`config.mk`:
```
export PLATFORM = sky130hd
export DESIGN_NAME = mips_multicycle_ctrl
export DESIGN_NICKNAME = d
export VERILOG_FILES = /design/src/rtl/mips_multicycle_ctrl.sv
export SDC_FILE = /design/constraint.sdc
export NUM_CORES = 1
export LEC_CHECK = 0
export ABC_AREA = 1
export BUFFER_PORTS_ARGS = -buffer_cell sky130_fd_sc_hd__buf_2
export CAP_MARGIN = 30
export CORE_MARGIN = 5
export CORE_UTILIZATION = 45
export DETAILED_ROUTE_END_ITERATION = 8
export GPL_ROUTABILITY_DRIVEN = 0
export PLACE_DENSITY = 0.65
export SLEW_MARGIN = 25
export SYNTH_ARGS = -nofsm -noshare
export SYNTH_HDL_FRONTEND = slang
export SYNTH_SLANG_ARGS = --single-unit
```
`constraint.sdc`:
```
create_clock -name clk -period 2 [get_ports clk]
set_input_delay 0.4 -clock clk [delete_from_list [all_inputs] [get_ports clk]]
set_output_delay 0.4 -clock clk [all_outputs]
set_load 0.02 [all_outputs]
```
`src/rtl/mips_multicycle_ctrl.sv`:
```
// mips_multicycle_ctrl: multicycle MIPS control FSM with memory ready handshake,
// stall timeout, illegal-opcode halt and retired-instruction counter.
`default_nettype none

module mips_multicycle_ctrl #(
  parameter int MEM_WAIT_MAX = 15,
  parameter int CNT_W        = 32
) (
  input  logic             clk,
  input  logic             rst,
  input  logic [5:0]       opcode,
  input  logic             mem_ready,
  output logic             pc_write,
  output logic             pc_write_cond,
  output logic             i_or_d,
  output logic             mem_read,
  output logic             mem_write,
  output logic             ir_write,
  output logic             mem_to_reg,
  output logic             reg_dst,
  output logic             reg_write,
  output logic             alu_src_a,
  output logic [1:0]       alu_src_b,
  output logic [1:0]       alu_op,
  output logic [1:0]       pc_source,
  output logic [3:0]       state,
  output logic [1:0]       err,
  output logic [CNT_W-1:0] instr_count
);

  typedef enum logic [3:0] {
    S_FETCH     = 4'd0,
    S_DECODE    = 4'd1,
    S_MEM_ADDR  = 4'd2,
    S_MEM_READ  = 4'd3,
    S_MEM_WB    = 4'd4,
    S_MEM_WRITE = 4'd5,
    S_EXEC_R    = 4'd6,
    S_ALU_WB    = 4'd7,
    S_BRANCH    = 4'd8,
    S_JUMP      = 4'd9,
    S_ADDI_EX   = 4'd10,
    S_ADDI_WB   = 4'd11,
    S_HALT      = 4'd12
  } state_t;

  localparam logic [5:0] OP_RTYPE = 6'h00;
  localparam logic [5:0] OP_LW    = 6'h23;
  localparam logic [5:0] OP_SW    = 6'h2B;
  localparam logic [5:0] OP_BEQ   = 6'h04;
  localparam logic [5:0] OP_J     = 6'h02;
  localparam logic [5:0] OP_ADDI  = 6'h08;
  localparam logic [7:0] WAIT_MAX = 8'(MEM_WAIT_MAX);

  state_t           r_state;
  state_t           w_next;
  logic [7:0]       r_wait;
  logic [1:0]       r_err;
  logic [1:0]       w_err_next;
  logic [CNT_W-1:0] r_count;
  logic             w_mem_state;

  always_comb begin
    w_next      = r_state;
    w_err_next  = r_err;
    w_mem_state = (r_state == S_FETCH) || (r_state == S_MEM_READ) ||
                  (r_state == S_MEM_WRITE);
    case (r_state)
      S_FETCH:     if (mem_ready) w_next = S_DECODE;
      S_DECODE: begin
        case (opcode)
          OP_RTYPE:     w_next = S_EXEC_R;
          OP_LW, OP_SW: w_next = S_MEM_ADDR;
          OP_BEQ:       w_next = S_BRANCH;
          OP_J:         w_next = S_JUMP;
          OP_ADDI:      w_next = S_ADDI_EX;
          default: begin
            w_next     = S_HALT;
            w_err_next = 2'b01;
          end
        endcase
      end
      S_MEM_ADDR: begin
        if (opcode == OP_LW) begin
          w_next = S_MEM_READ;
        end else if (opcode == OP_SW) begin
          w_next = S_MEM_WRITE;
        end else begin
          w_next     = S_HALT;
          w_err_next = 2'b01;
        end
      end
      S_MEM_READ:  if (mem_ready) w_next = S_MEM_WB;
      S_MEM_WRITE: if (mem_ready) w_next = S_FETCH;
      S_MEM_WB, S_ALU_WB, S_BRANCH, S_JUMP, S_ADDI_WB: w_next = S_FETCH;
      S_EXEC_R:    w_next = S_ALU_WB;
      S_ADDI_EX:   w_next = S_ADDI_WB;
      S_HALT:      w_next = S_HALT;
      default: begin
        w_next     = S_HALT;
        w_err_next = 2'b01;
      end
    endcase
    // A ready in the final allowed wait cycle still completes the access.
    if (w_mem_state && !mem_ready && (r_wait == WAIT_MAX)) begin
      w_next     = S_HALT;
      w_err_next = 2'b10;
    end
  end

  always_ff @(posedge clk or negedge rst) begin
    if (!rst) begin
      r_state <= S_FETCH;
      r_wait  <= 8'd0;
      r_err   <= 2'b00;
      r_count <= '0;
    end else begin
      r_state <= w_next;
      r_err   <= w_err_next;
      if (w_next != r_state) begin
        r_wait <= 8'd0;
      end else if (w_mem_state && !mem_ready) begin
        r_wait <= r_wait + 8'd1;
      end
      if ((w_next == S_FETCH) && (r_state != S_FETCH)) begin
        r_count <= r_count + CNT_W'(1);
      end
    end
  end

  always_comb begin
    pc_write      = 1'b0;
    pc_write_cond = 1'b0;
    i_or_d        = 1'b0;
    mem_read      = 1'b0;
    mem_write     = 1'b0;
    ir_write      = 1'b0;
    mem_to_reg    = 1'b0;
    reg_dst       = 1'b0;
    reg_write     = 1'b0;
    alu_src_a     = 1'b0;
    alu_src_b     = 2'b00;
    alu_op        = 2'b00;
    pc_source     = 2'b00;
    if (rst) begin
      case (r_state)
        S_FETCH: begin
          mem_read  = 1'b1;
          alu_src_b = 2'b01;
          ir_write  = mem_ready;
          pc_write  = mem_ready;
        end
        S_DECODE:    alu_src_b = 2'b11;
        S_MEM_ADDR, S_ADDI_EX: begin
          alu_src_a = 1'b1;
          alu_src_b = 2'b10;
        end
        S_MEM_READ: begin
          mem_read = 1'b1;
          i_or_d   = 1'b1;
        end
        S_MEM_WB: begin
          reg_write  = 1'b1;
          mem_to_reg = 1'b1;
        end
        S_MEM_WRITE: begin
          mem_write = 1'b1;
          i_or_d    = 1'b1;
        end
        S_EXEC_R: begin
          alu_src_a = 1'b1;
          alu_op    = 2'b10;
        end
        S_ALU_WB: begin
          reg_write = 1'b1;
          reg_dst   = 1'b1;
        end
        S_BRANCH: begin
          alu_src_a     = 1'b1;
          alu_op        = 2'b01;
          pc_write_cond = 1'b1;
          pc_source     = 2'b01;
        end
        S_JUMP: begin
          pc_write  = 1'b1;
          pc_source = 2'b10;
        end
        S_ADDI_WB:   reg_write = 1'b1;
        default: ;
      endcase
    end
  end

  assign state       = r_state;
  assign err         = r_err;
  assign instr_count = r_count;

endmodule

`default_nettype wire

```
### Yosys cells after proc, flatten, opt, wreduce, memory -nomap -nowiden

Cells that the tools add are included.
W data, S select, Z words.

| word-level totals | value |
|---|---|
| register bits | 46 |
| output and inout port bits | 54 |
| logic and storage cells | 91 |
| bits of input ports | 9 |

| cells by class | value |
|---|---|
| equality and inequality tests | 23 |
| $add $sub $neg | 2 |
| reductions and logical operators | 21 |
| mux-type cells | 41 |

Operator list:

| operator | count |
|---|---|
| $add A32 B1 Y32 const B | 1 |
| $pmux W4 S8 | 1 |
| $mux W4 | 6 |
| $eq A4 B4 Y1 const B | 5 |
| $pmux W4 S5 | 1 |
| $mux W1 | 19 |
| $eq A4 B3 Y1 const B | 4 |
| $mux W8 | 2 |
| $mux W2 | 7 |
| $eq A6 B6 Y1 const B | 2 |
| $pmux W2 S3 | 2 |
| $reduce_or A11 Y1 | 1 |
| $ne A3 B3 Y1 const B | 3 |
| $add A8 B1 Y8 const B | 1 |
| $eq A4 B2 Y1 const B | 2 |
| $eq A8 B4 Y1 const B | 1 |
| $logic_not A4 Y1 | 2 |
| $pmux W2 S2 | 2 |
| $reduce_or A2 Y1 | 4 |
| $eq A6 B2 Y1 const B | 1 |
| $eq A6 B3 Y1 const B | 1 |
| $eq A6 B4 Y1 const B | 1 |
| $logic_not A6 Y1 | 1 |
| $reduce_or A6 Y1 | 1 |
| other kinds (13) | 16 |

### Logic depth before layout (Yosys ltp)

Gate-level depths: netlist of the first run.

| logic depth | value |
|---|---|
| depth after elaboration | 8 |
| depth in mapped cells | 16 |
| depth with buffers taken out | 15 |

### Worst setup path before layout of the first run

No wires, ideal clock.

| path | value |
|---|---|
| path kind | register -> register |
| start | register r_state[3], in the netlist state[3] |
| end | register r_count[5], in the netlist instr_count[5] |
| data arrival time | 1.814 ns |
| data required time | 1.883 ns |
| period minus slack after synthesis | 1.930 ns |
| library setup time | 0.117 ns |
| buffers on the path | 2 |
| slack | 0.070 ns |
| cell stages (with the launch flop) | 13 |
| cell sequence | dfrtp_1 > nor2_2 > nand2_1 > nand3_2 > nand3_4 > nand2_1 > nand2_1 > nor2_1 > nand2_2 > buf_6 > buf_6 > nand2_1 > nand2_1 |

| on the way | value |
|---|---|
| word-level cells in the longest chain between the ends | 8 |
| elaborated cells between the ends (all ways) | 25 |
| classes of those cells | 11 x eq/ne; 5 x mux; 9 x reduce/logical |

Ends and longest elaborated chain:

| what | RTL line | text |
|---|---|---|
| start: declaration | 55 | `state_t r_state;` |
| start signal: assignment | 118 | `r_state <= w_next;` |
| parallel branches: the longest is 7 deep, another holds $pmux W4 S8 | n/a |  |
| $logic_and A1 B1 Y1 * | 125 | `if ((w_next == S_FETCH) && (r_state != S_FETCH)) begin` |
| end signal: assignment | 126 | `r_count <= r_count + CNT_W'(1);` |
| end: declaration | 60 | `logic [CNT_W-1:0] r_count;` |

Every way passes the cells marked *.
A chain may end at the register's enable or synchronous reset.

### Worst setup path in the final report of the first run

| path | value |
|---|---|
| start | register r_state[2], in the netlist state[2] |
| end | output pc_write |

| on the way | value |
|---|---|
| word-level cells in the longest chain between the ends | 3 |
| elaborated cells between the ends (all ways) | 4 |
| classes of those cells | 1 x eq/ne; 2 x mux; 1 x reduce/logical |

Ends and longest elaborated chain:

| what | RTL line | text |
|---|---|---|
| $eq A4 B4 Y1 / $logic_not A4 Y1 (equally long branches) | 146 | `case (r_state)` |
| $pmux W1 S2 * | 146 |  |
| $mux W1 * | 145 | `if (rst) begin` |
| end: declaration | 13 | `output logic pc_write,` |

Mark *: on every way between the ends. The rest lies on a longest branch, timed or not.

==> metrics.md, run 1 <==
| Metric | Value |
|---|---|
| Final #Nets | `564` |
| CP endpoint kind | `primary output` |
| # IOs | `63` |
| Die ar. | `8821 µm²` |
| Flops & latches, synth | `46` |
| GR Overflow Total | `0` |
| Status | `completed` |
| Finished layout cell area | `4239 µm²` |
| Core area | `6832 µm²` |
| Mapped Nets | `473` |
| Crit start category | `flop` |
| Ys Warns | `0` |
| Worst min path class | `in2async` |
| Hold Vio Cnt, Final | `0` |
| Arrival time worst endpoint | `1600 ps` |
| Worst reg-to-reg path cell count | `11` |
| Clk_skew | `3.541 ps` |
| Synth cell types | `32` |
| Largest net degree at the start of global routing | `47` |
| Overall Global Routing Usage | `19.46%` |
| Final setup violation count | `0` |
| Die extent in y | `93.92 µm` |
| Drc violations | `0` |
| Ratio of routed vias to standard cells | `5.038` |
| CTS clk-pin slew, worst paths | `90 ps` |
| TritonCTS clock tree | `yes` |
| First-pass GRT wire length | `13.71 mm` |
| Root buf cell | `clkbuf_8` |
| Peak Freq | `501.1 MHz` |
| CTS Sinks | `46` |
| Routed Antenna Nets | `0` |
| Min Tclk post-route | `1996 ps` |
| Layout cell share with drive strength beyond 1 | `30.14%` |
| Synthesized area | `3169 µm²` |
| First drt pass iteration count | `4` |
| Fin. max-slew vios | `0` |
| Worst EP required | `1600 ps` |
| P&R area growth vs syn | `33.75%` |
| Post-synthesis sequential area ratio | `36.32%` |
| Cts bufs inserted | `5` |
| Setup Crit Path Kind | `reg2out` |
| H-tree Lvls | `2` |
| Placement-stage cell area | `3649 µm²` |
| Worst-Margin Slew | `591.9 ps` |
| Worst-Skew Late Latency | `310 ps` |
| Via count | `3,275` |
| Chip Width | `93.92 µm` |
| Avg Cell Area, Syn | `6.860 µm²` |
| Maximum vdd drop | `0.0003276 V` |
| Per-cell routed wire length | `14.12 µm` |
| Final period util | `99.79%` |
| Hpwl dp | `6.327 mm` |
| Slew margin rel. | `60.54%` |
| Post-Syn Instances | `462` |
| Starting density of the core | `46.39%` |
| Worst-path maximum fanout | `6` |
| FF-to-FF Start | `state[3]` |
| Fillers | `661` |
| Worst R2R End | `instr_count[0]` |
| CTS Hold Buffers Added | `0` |
| PwrDens | `397.0 nW/µm²` |
| Initial DRC count | `148` |
| RSZ-0062 raised after global routing | `yes` |
| DRT Wirelength | `9.177 mm` |
| # diodes | `0` |
| Vias in the first global route | `2,865` |
| Worst setup path start | `state[2]` |
| Max-cap violations | `0` |
| Initial antenna violation count | `0` |
| CTS max path bufs | `2` |
| I/O Buffers | `62` |
| Reg-to-reg setup timing slack | `20 ps` |
| Row Count | `30` |
| Worst hold margin | `203.3 ps` |
| P_leak | `0.002232 µW` |
worst max-delay path, cell delays in order, from the launching register on:
cell     delay (ps)
dfrtp_2         460
nor2_4          240
buf_6           150
nand3_4          60
buf_6           130
a21oi_4         110
buf_6           130
kinds of logic (layout without fill, tap and decap cells):
family                     count (synthesis)  after routing  synth area share (%)
AOI/OAI and AO/OA                         19             19                 3.751
xor gates and xnor gates                  37             37                 10.23
adders and majority gates                  2              2                0.7895
buffers and inverters                     52            144                 7.461
DFF                                       46             46                 36.32
muxes                                      1              1                0.3158
and+or+nand+nor                          305            305                 41.14
state kept, by name, summed over array words and instances (netlist names):
register     flops
state            4
instr_count     32
err              2
r_wait           8
power breakdown:
| part | internal, µW | leakage [µW] | total, µW | switching, µW |
|---|---|---|---|---|
| clock | 368 | 0.0000579 | 701 | 332 |
| combinational | 12.2 | 0.00156 | 53.4 | 41.2 |
| sequential | 929 | 0.000618 | 929 | 0 |
how the worst max path moves through the flow:
stage / to / slack, ps / depth (start not counted)
after floorplan: instr_count[5] / 70 / 12
after global placement: instr_count[3] / -50 / 13
after detailed placement: instr_count[14] / -110 / 14
after CTS: alu_src_a / -50 / 7
after global routing: instr_count[0] / -110 / 12
final: pc_write / 4 / 6
cells in the mapped netlist (all sizes together):
master	n	area share [%]
a31oi	1	0.20
nand3	30	5.3
xnor2	14	3.9
ha	2	0.79
nand4	10	2.0
nor3b	2	0.47
clkbuf	3	0.59
inv	44	5.2
and2	1	0.20
a21oi	5	0.79
buf	5	1.7
nor3	23	3.6
or3	1	0.20
o21ai	10	2.1
nor2	60	7.7
xor2	23	6.4
dfrtp	46	36
a22oi	1	0.24
o21bai	1	0.24
nor4	4	0.79
nand2	174	21
a21boi	1	0.24
mux2i	1	0.32
cell usage in the layout (no fill, tap or decap), drive strengths merged:
cell type and instances:
nor4 4, bufinv 1, a22oi 1, nand2 174, clkbuf 8, clkinv 2
nor2 60, o21ai 10, mux2i 1, o21bai 1, nand4 10, ha 2
nand3 30, dfrtp 46, or3 1, nor3 23, a21boi 1, xnor2 14
a31oi 1, inv 44, and2 1, nor3b 2, a21oi 5, buf 89
xor2 23
timing repair:
item                                    in CTS  in global routing
gates resized for setup                      7                 85
endpoints found under the setup margin      36                 53
pin swaps                                    0                 11
gates cloned                                 0                  5
buffers inserted                             0                  9
cell type report:
cell class                      instances  area, µm²  share of cell area [%]
Inverter                               44      172.7                   4.073
Multi-Input combinational cell        364       2016                   47.55
Clock inverter                          3      40.04                  0.9445
Timing Repair Buffer                   92      666.9                   15.73
Clock buffer                            5      68.82                   1.623
Sequential cell                        46       1155                   27.24
Tap cell                               96      120.1                   2.834
per-stage QoR:
stage	util, %	instances	power [µW]	setup TNS, ps	setup WS, ps
final	62.05	650	1683	0	4.246
after global routing	62.05	650	1746	-2887	-110.1
after CTS	55.27	636	1701	-132.4	-49.52
after detailed placement	53.41	628	1001	-2293	-109.4
after global placement	53.41	628	999.3	-844.6	-48.86
after floorplan	-	462	966.1	0	69.52
per-layer routing:
metal	GRT usage, %	share of wire, %
met3	3.365	4.1
met2	30.81	48
met1	26.99	46
met4	6.137	1.5
met5	0	0
(Power assumes the default switching activity.)
==> run 2: changes to the inputs <==
--- a/config.mk
+++ b/config.mk
@@ -5,14 +5,15 @@
 export SDC_FILE = /design/constraint.sdc
 export NUM_CORES = 1
 export LEC_CHECK = 0
-export ABC_AREA = 1
+export ABC_AREA = 0
 export BUFFER_PORTS_ARGS = -buffer_cell sky130_fd_sc_hd__buf_2
 export CAP_MARGIN = 30
 export CORE_MARGIN = 5
 export CORE_UTILIZATION = 45
+export CTS_CLUSTER_DIAMETER = 60
 export DETAILED_ROUTE_END_ITERATION = 8
 export GPL_ROUTABILITY_DRIVEN = 0
-export PLACE_DENSITY = 0.65
+export PLACE_DENSITY = 0.66
 export SLEW_MARGIN = 25
 export SYNTH_ARGS = -nofsm -noshare
 export SYNTH_HDL_FRONTEND = slang
==> run 2 against run 1 <==
Compared with the run above:
- the flow now finishes with violations (negative setup slack)
- worst hold slack got worse by 85 ps
- power rose by 5.1%
- die area shrank 8.6%
- global-route usage is 1.9 points higher
- sequential cell count unchanged
- register-to-register slack got worse by 400 ps
- area after synthesis fell by 9.6%
==> metrics.md, run 2 <==
| Metric | Value |
|---|---|
| Status | `finished, violations left` |
| Failing checks | `negative setup slack` |
| Largest net degree at the start of global routing | `41` |
| DRT Wirelength | `9.986 mm` |
| Routed Antenna Nets | `0` |
| Post-synth ARST share | `100.0%` |
| Worst R2R End | `instr_count[12]` |
| Core area | `6277 µm²` |
| Worst min path class | `in2async` |
| FF-to-FF Start | `state[2]` |
| Worst reg-to-reg path cell count | `8` |
| Final WS setup | `-377.2 ps` |
| Mapped Nets | `312` |
| Slew margin rel. | `64.98%` |
| CTS Hold Buffers Added | `0` |
| Via count | `2,986` |
| H-tree Lvls | `2` |
| Min Tclk post-route | `2377 ps` |
| Synth cell types | `55` |
| Fin. max-slew vios | `0` |
| Yosys top cell area share | `40.17%` |
| Final #Nets | `454` |
| Synth cell count leaders | `46 x dfrtp_1, 31 x xor2_1, 26 x nor3_1` |
| CTS max path bufs | `2` |
| Most common cell after layout, fill and taps aside | `buf_4` |
| Maximum vdd drop | `0.0003713 V` |
| Ratio of routed vias to standard cells | `5.731` |
| Die extent in y | `89.80 µm` |
| Initial antenna violation count | `0` |
| CP endpoint kind | `flop` |
| Slowest-stage cell, CP | `dfrtp_2` |
| Largest area contributor in the netlist | `dfrtp_1` |
| Post-Syn Instances | `301` |
| Flops & latches, synth | `46` |
| Die ar. | `8063 µm²` |
| Worst-Margin Slew | `525.3 ps` |
| Hold Vio Cnt, Final | `0` |
| Vias in the first global route | `2,940` |
| Avg Cell Area, Syn | `9.519 µm²` |
| Post-synthesis sequential area ratio | `40.17%` |
| Cts bufs inserted | `5` |
| RSZ-0062 raised after global routing | `yes` |
| Layout cell share with drive strength beyond 1 | `55.86%` |
| Crit start category | `flop` |
| Max stage delay on crit path | `430 ps` |
| CTS clk-pin slew, worst paths | `110 ps` |
| P&R area growth vs syn | `67.51%` |
| Initial DRC count | `207` |
| Top-count cell post-synth | `dfrtp_1` |
| CP Buf/Inv Count | `2` |
| Peak Freq | `420.7 MHz` |
| Commonest cells after routing, fill and taps aside | `73 x buf_4, 49 x buf_2, 42 x dfrtp_1` |
| P_leak | `0.002255 µW` |
| Root buf cell | `clkbuf_8` |
| Worst setup path start | `state[2]` |
| Setup Crit Path Kind | `reg2reg` |
| Post-layout power | `1768 µW` |
| Arrival time worst endpoint | `2610 ps` |
| # IOs | `63` |
| Per-cell routed wire length | `19.17 µm` |
| First-pass GRT wire length | `14.52 mm` |
| Area contributors post-synth | `dfrtp_1 40%, xor2_1 9.5%, nor3_1 4.5%` |
| Reg-to-reg setup timing slack | `-380 ps` |
| Overall Global Routing Usage | `21.35%` |
| Worst-path maximum fanout | `15` |
| First drt pass iteration count | `4` |
| I/O Buffers | `62` |
| Max FFs per register | `32` |
| # diodes | `0` |
| Post-route setup TNS | `-13,840 ps` |
| Hpwl dp | `5.464 mm` |
| Row Count | `29` |
| Top FF cell, synth | `dfrtp_1` |
| Post-synth EDFFs | `0` |
| Max-cap violations | `0` |
| Top delay family on crit path | `simple AND/OR/NAND/NOR gates` |
| GR Overflow Total | `0` |
| Synthesized area | `2865 µm²` |
| PwrDens | `368.4 nW/µm²` |
| Drc violations | `0` |
| Final setup violation count | `55` |
| Ys Warns | `0` |
| Worst EP required | `2240 ps` |
| Final period util | `118.9%` |
| CTS Sinks | `46` |
| Chip Width | `89.80 µm` |
| Worst path depth | `8` |
| Worst-Skew Late Latency | `320 ps` |
| Fillers | `380` |
| TritonCTS clock tree | `yes` |
| Clk_skew | `15.40 ps` |
| Cell chain of the critical path | `buf_6 -> nor3b_2 -> a31o_2 -> a211o_1 -> nand4bb_4 -> buf_12 -> nor4_4 -> xor2_1` |
| Starting density of the core | `45.64%` |
## run 2: final cells by class
cell class | count | area (µm²) | area share, %
Clock buffer | 5 | 68.82 | 1.434
Clock inverter | 3 | 48.80 | 1.017
Inverter | 6 | 22.52 | 0.4692
Multi-Input combinational cell | 229 | 2127 | 44.32
Sequential cell | 46 | 1156 | 24.09
Tap cell | 77 | 96.34 | 2.007
Timing Repair Buffer | 155 | 1280 | 26.67
## run 2: per-layer routing
metal / part of all wire (%) / track usage, %
met1: 42 / 27.97
met2: 52 / 36.16
met3: 4.1 / 3.840
met4: 2.2 / 5.668
met5: 0 / 0
## run 2: worst reg2reg max path, cell delays in order, from the launching register on
cell and delay [ps]:
dfrtp_2 430, buf_6 150, nor3b_2 170, a31o_2 210, a211o_1 320, nand4bb_4 250, buf_12 210, nor4_4 330
xor2_1 230
## run 2: timing repair
action	in CTS	in global routing
gates resized for setup	84	38
setup buffers	16	8
cloned	3	2
pin swaps	10	30
endpoints found under the setup margin	55	55
hold endpoints to repair	0	0
## run 2: kinds of logic after synthesis
group,synth area share (%)
AND/OR/NAND/NOR,32.88
flip-flops,40.17
XOR/XNOR,12.53
AO/OA/AOI/OAI,7.206
buffers and inverters,5.240
adder cells (fa/ha/maj),1.223
multiplexers,0.7423
## run 2: power by group
group	switching [µW]	total, µW	internal (µW)
logic	46.5	76.9	30.3
registers	0	929	929
clock network	380	762	382
total	427	1770	1340
## run 2: how the worst max path moves through the flow
stage,slack (ps),end
after floorplan,-350,instr_count[25]
after global placement,-460,instr_count[13]
after detailed placement,-510,instr_count[12]
after CTS,-310,instr_count[27]
after global routing,-470,instr_count[1]
final,-380,instr_count[12]
## run 2: metrics by stage
stage	cells	setup WS (ps)	utilization (%)	area (µm²)	hold WS, ps
2_1_floorplan	301	-347.2	-	3050	104.4
3_3_place_gp	486	-455.5	60.81	3817	432.0
3_5_place_dp	486	-510.4	60.81	3817	446.0
4_1_cts	513	-306.6	71.74	4503	110.1
5_1_grt	521	-467.8	76.46	4800	112.8
6_report	521	-377.2	76.46	4800	117.9
==> run 3: changes to the inputs <==
--- a/config.mk
+++ b/config.mk
@@ -6,13 +6,14 @@
 export NUM_CORES = 1
 export LEC_CHECK = 0
 export ABC_AREA = 0
-export BUFFER_PORTS_ARGS = -buffer_cell sky130_fd_sc_hd__buf_2
+export BUFFER_PORTS_ARGS = -buffer_cell sky130_fd_sc_hd__clkbuf_2
 export CAP_MARGIN = 30
 export CORE_MARGIN = 5
 export CORE_UTILIZATION = 45
 export CTS_CLUSTER_DIAMETER = 60
 export DETAILED_ROUTE_END_ITERATION = 8
 export GPL_ROUTABILITY_DRIVEN = 0
+export HOLD_SLACK_MARGIN = 0.02
 export PLACE_DENSITY = 0.66
 export SLEW_MARGIN = 25
 export SYNTH_ARGS = -nofsm -noshare
==> run 3 against run 2 <==
Compared with the run above:
- the flow still finishes with violations (negative setup slack)
- first-iteration DRC count fell by 18%
- worst hold slack worse by 41 ps
- sequential power barely moved
- design area fell by 6.8%
- cell count down 2.1%
- critical endpoint is now instr_count[10]
- non-clock buffer count fell by 11
- routed wire length fell by 14%
- sequential cell count did not move
- utilization down 5.2 points
- global-route usage down 2.4 points
- highest routed layer unchanged
- largest power group unchanged
- largest cell class unchanged
- clock power down 27%
- via count fell by 2.9%
==> metrics.md, run 3 (synthesized netlist as in run 2, its figures left out) <==
| Metric | Value |
|---|---|
| Status | `finished, violations left` |
| Failing checks | `negative setup slack` |
| Crit start category | `flop` |
| Worst hold margin | `76.90 ps` |
| Routed Antenna Nets | `0` |
| Cts bufs inserted | `5` |
| Row Count | `29` |
| CTS max path bufs | `2` |
| P&R area growth vs syn | `56.20%` |
| Max stage delay on crit path | `440 ps` |
| Arrival time worst endpoint | `2650 ps` |
| Flop pwr share | `59.3%` |
| Worst R2R End | `instr_count[10]` |
| Die ar. | `8063 µm²` |
| Chip Width | `89.80 µm` |
| Max FFs per register | `32` |
| Vias in the first global route | `2,691` |
| Maximum vdd drop | `0.0003394 V` |
| Layout cell share with drive strength beyond 1 | `51.50%` |
| Drc violations | `0` |
| Final WS setup | `-435.9 ps` |
| Hold Vio Cnt, Final | `0` |
| Initial DRC count | `169` |
| Min Tclk post-route | `2436 ps` |
| Reg-to-reg setup timing slack | `-440 ps` |
| Core area | `6277 µm²` |
| Hpwl dp | `5.561 mm` |
| Via count | `2,898` |
| CTS Hold Buffers Added | `0` |
| Clock share of power | `35.8%` |
| Fin. max-slew vios | `0` |
| Most used cell, CP | `buf_12` |
| RSZ-0062 raised after global routing | `yes` |
| Worst path depth | `9` |
| # IOs | `63` |
| Post-route setup TNS | `-12,840 ps` |
| Peak Freq | `410.5 MHz` |
| Switching part of the total | `22.85%` |
| PwrDens | `349.8 nW/µm²` |
| DRT Wirelength | `8.616 mm` |
| Slowest-stage cell, CP | `dfrtp_2` |
| First-pass GRT wire length | `12.97 mm` |
| FF-to-FF Start | `state[2]` |
| Overall Global Routing Usage | `18.99%` |
| Most common cell after layout, fill and taps aside | `buf_4` |
| P_leak | `0.002127 µW` |
| Slew margin rel. | `64.91%` |
| Worst setup path start | `state[2]` |
| Worst-Margin Slew | `526.4 ps` |
| Cell chain of the critical path | `buf_12 -> nor3b_1 -> a31o_2 -> a211o_1 -> nand4bb_4 -> buf_12 -> buf_4 -> nor3_2 -> xor2_1` |
| GR Overflow Total | `0` |
| CP endpoint kind | `flop` |
| Worst EP required | `2220 ps` |
| Final period util | `121.8%` |
| TritonCTS clock tree | `yes` |
| CTS clk-pin slew, worst paths | `90 ps` |
| # diodes | `0` |
| Max-cap violations | `0` |
| Per-cell routed wire length | `16.89 µm` |
| Starting density of the core | `45.64%` |
| Root buf cell | `clkbuf_8` |
| H-tree Lvls | `2` |
| Worst min path class | `in2async` |
| Internal | `1208 µW` |
| Ratio of routed vias to standard cells | `5.682` |
| Worst reg-to-reg path cell count | `9` |
| Clk_skew | `9.270 ps` |
| Combinational power share | `4.9%` |
| Fin util | `71.30%` |
| First drt pass iteration count | `5` |
| Switching power | `357.6 µW` |
| Critical Path End | `instr_count[10]` |
| Die extent in y | `89.80 µm` |
| Commonest cells after routing, fill and taps aside | `78 x buf_4, 51 x clkbuf_2, 42 x dfrtp_1` |
| Largest net degree at the start of global routing | `39` |
| Final #Nets | `443` |
| I/O Buffers | `62` |
| Final setup violation count | `43` |
| CP Buf/Inv Count | `3` |
| Worst-Skew Late Latency | `300 ps` |
| Top delay family on crit path | `simple AND/OR/NAND/NOR gates` |
| Initial antenna violation count | `0` |
| CTS Sinks | `46` |
| Setup Crit Path Kind | `reg2reg` |
| Worst-path maximum fanout | `17` |
-- run 3: routing by layer --
layer / up-vias / global-route usage [%] / part of all wire (%)
met5: - / 0 / 0
met4: 0 / 4.534 / 1.6
met3: 20 / 3.589 / 5.0
met2: 96 / 31.59 / 51
met1: 1429 / 25.50 / 42
li1: 1353 / - / -
-- run 3: worst min path at each step --
stage	from	slack, ps	end	depth (start not counted)
floorplan	rst	100	err[0]	0
global placement	rst	410	instr_count[23]	2
detailed placement	rst	400	instr_count[21]	2
CTS	rst	80	state[3]	2
global route	rst	100	state[3]	2
finish	rst	80	state[3]	2
-- run 3: final cells by class --
class	count	area, µm²
Clock inverter	1	7.507
Tap cell	77	96.34
Clock buffer	7	76.32
Multi-Input combinational cell	229	2048
Sequential cell	46	1156
Inverter	6	22.52
Fill cell	458	1802
Timing Repair Buffer	144	1069
-- run 3: power by group through the flow --
stage / Clock, µW / Sequential, µW / Combinational [µW]
2_1_floorplan: 0 / 948 / 16.6
3_3_place_gp: 0 / 948 / 73.2
3_5_place_dp: 0 / 948 / 74.8
4_1_cts: 572 / 929 / 75.6
5_1_grt: 605 / 929 / 84.4
6_report: 560 / 929 / 76.4
-- run 3: worst register-to-register path, stage by stage, from the launching register on --
cell,delay [ps]
dfrtp_2,440
buf_12,140
nor3b_1,130
a31o_2,220
a211o_1,330
nand4bb_4,320
buf_12,240
buf_4,160
nor3_2,210
xor2_1,190
-- run 3: what timing repair did --
action / CTS / global route
pin swaps: 6 / 13
setup buffers: 7 / 8
setup endpoints to repair: 52 / 58
resized for setup: 27 / 67
cloned: 0 / 2
-- run 3: metrics by stage --
step | power, µW | instances | instance area, µm² | setup slack, ps
global placement | 1021 | 486 | 3817 | -475.0
finish | 1565 | 510 | 4476 | -435.9
CTS | 1576 | 500 | 4086 | -327.5
detailed placement | 1022 | 486 | 3817 | -547.0
floorplan | 964.5 | 301 | 3050 | -347.2
global route | 1618 | 510 | 4476 | -482.4
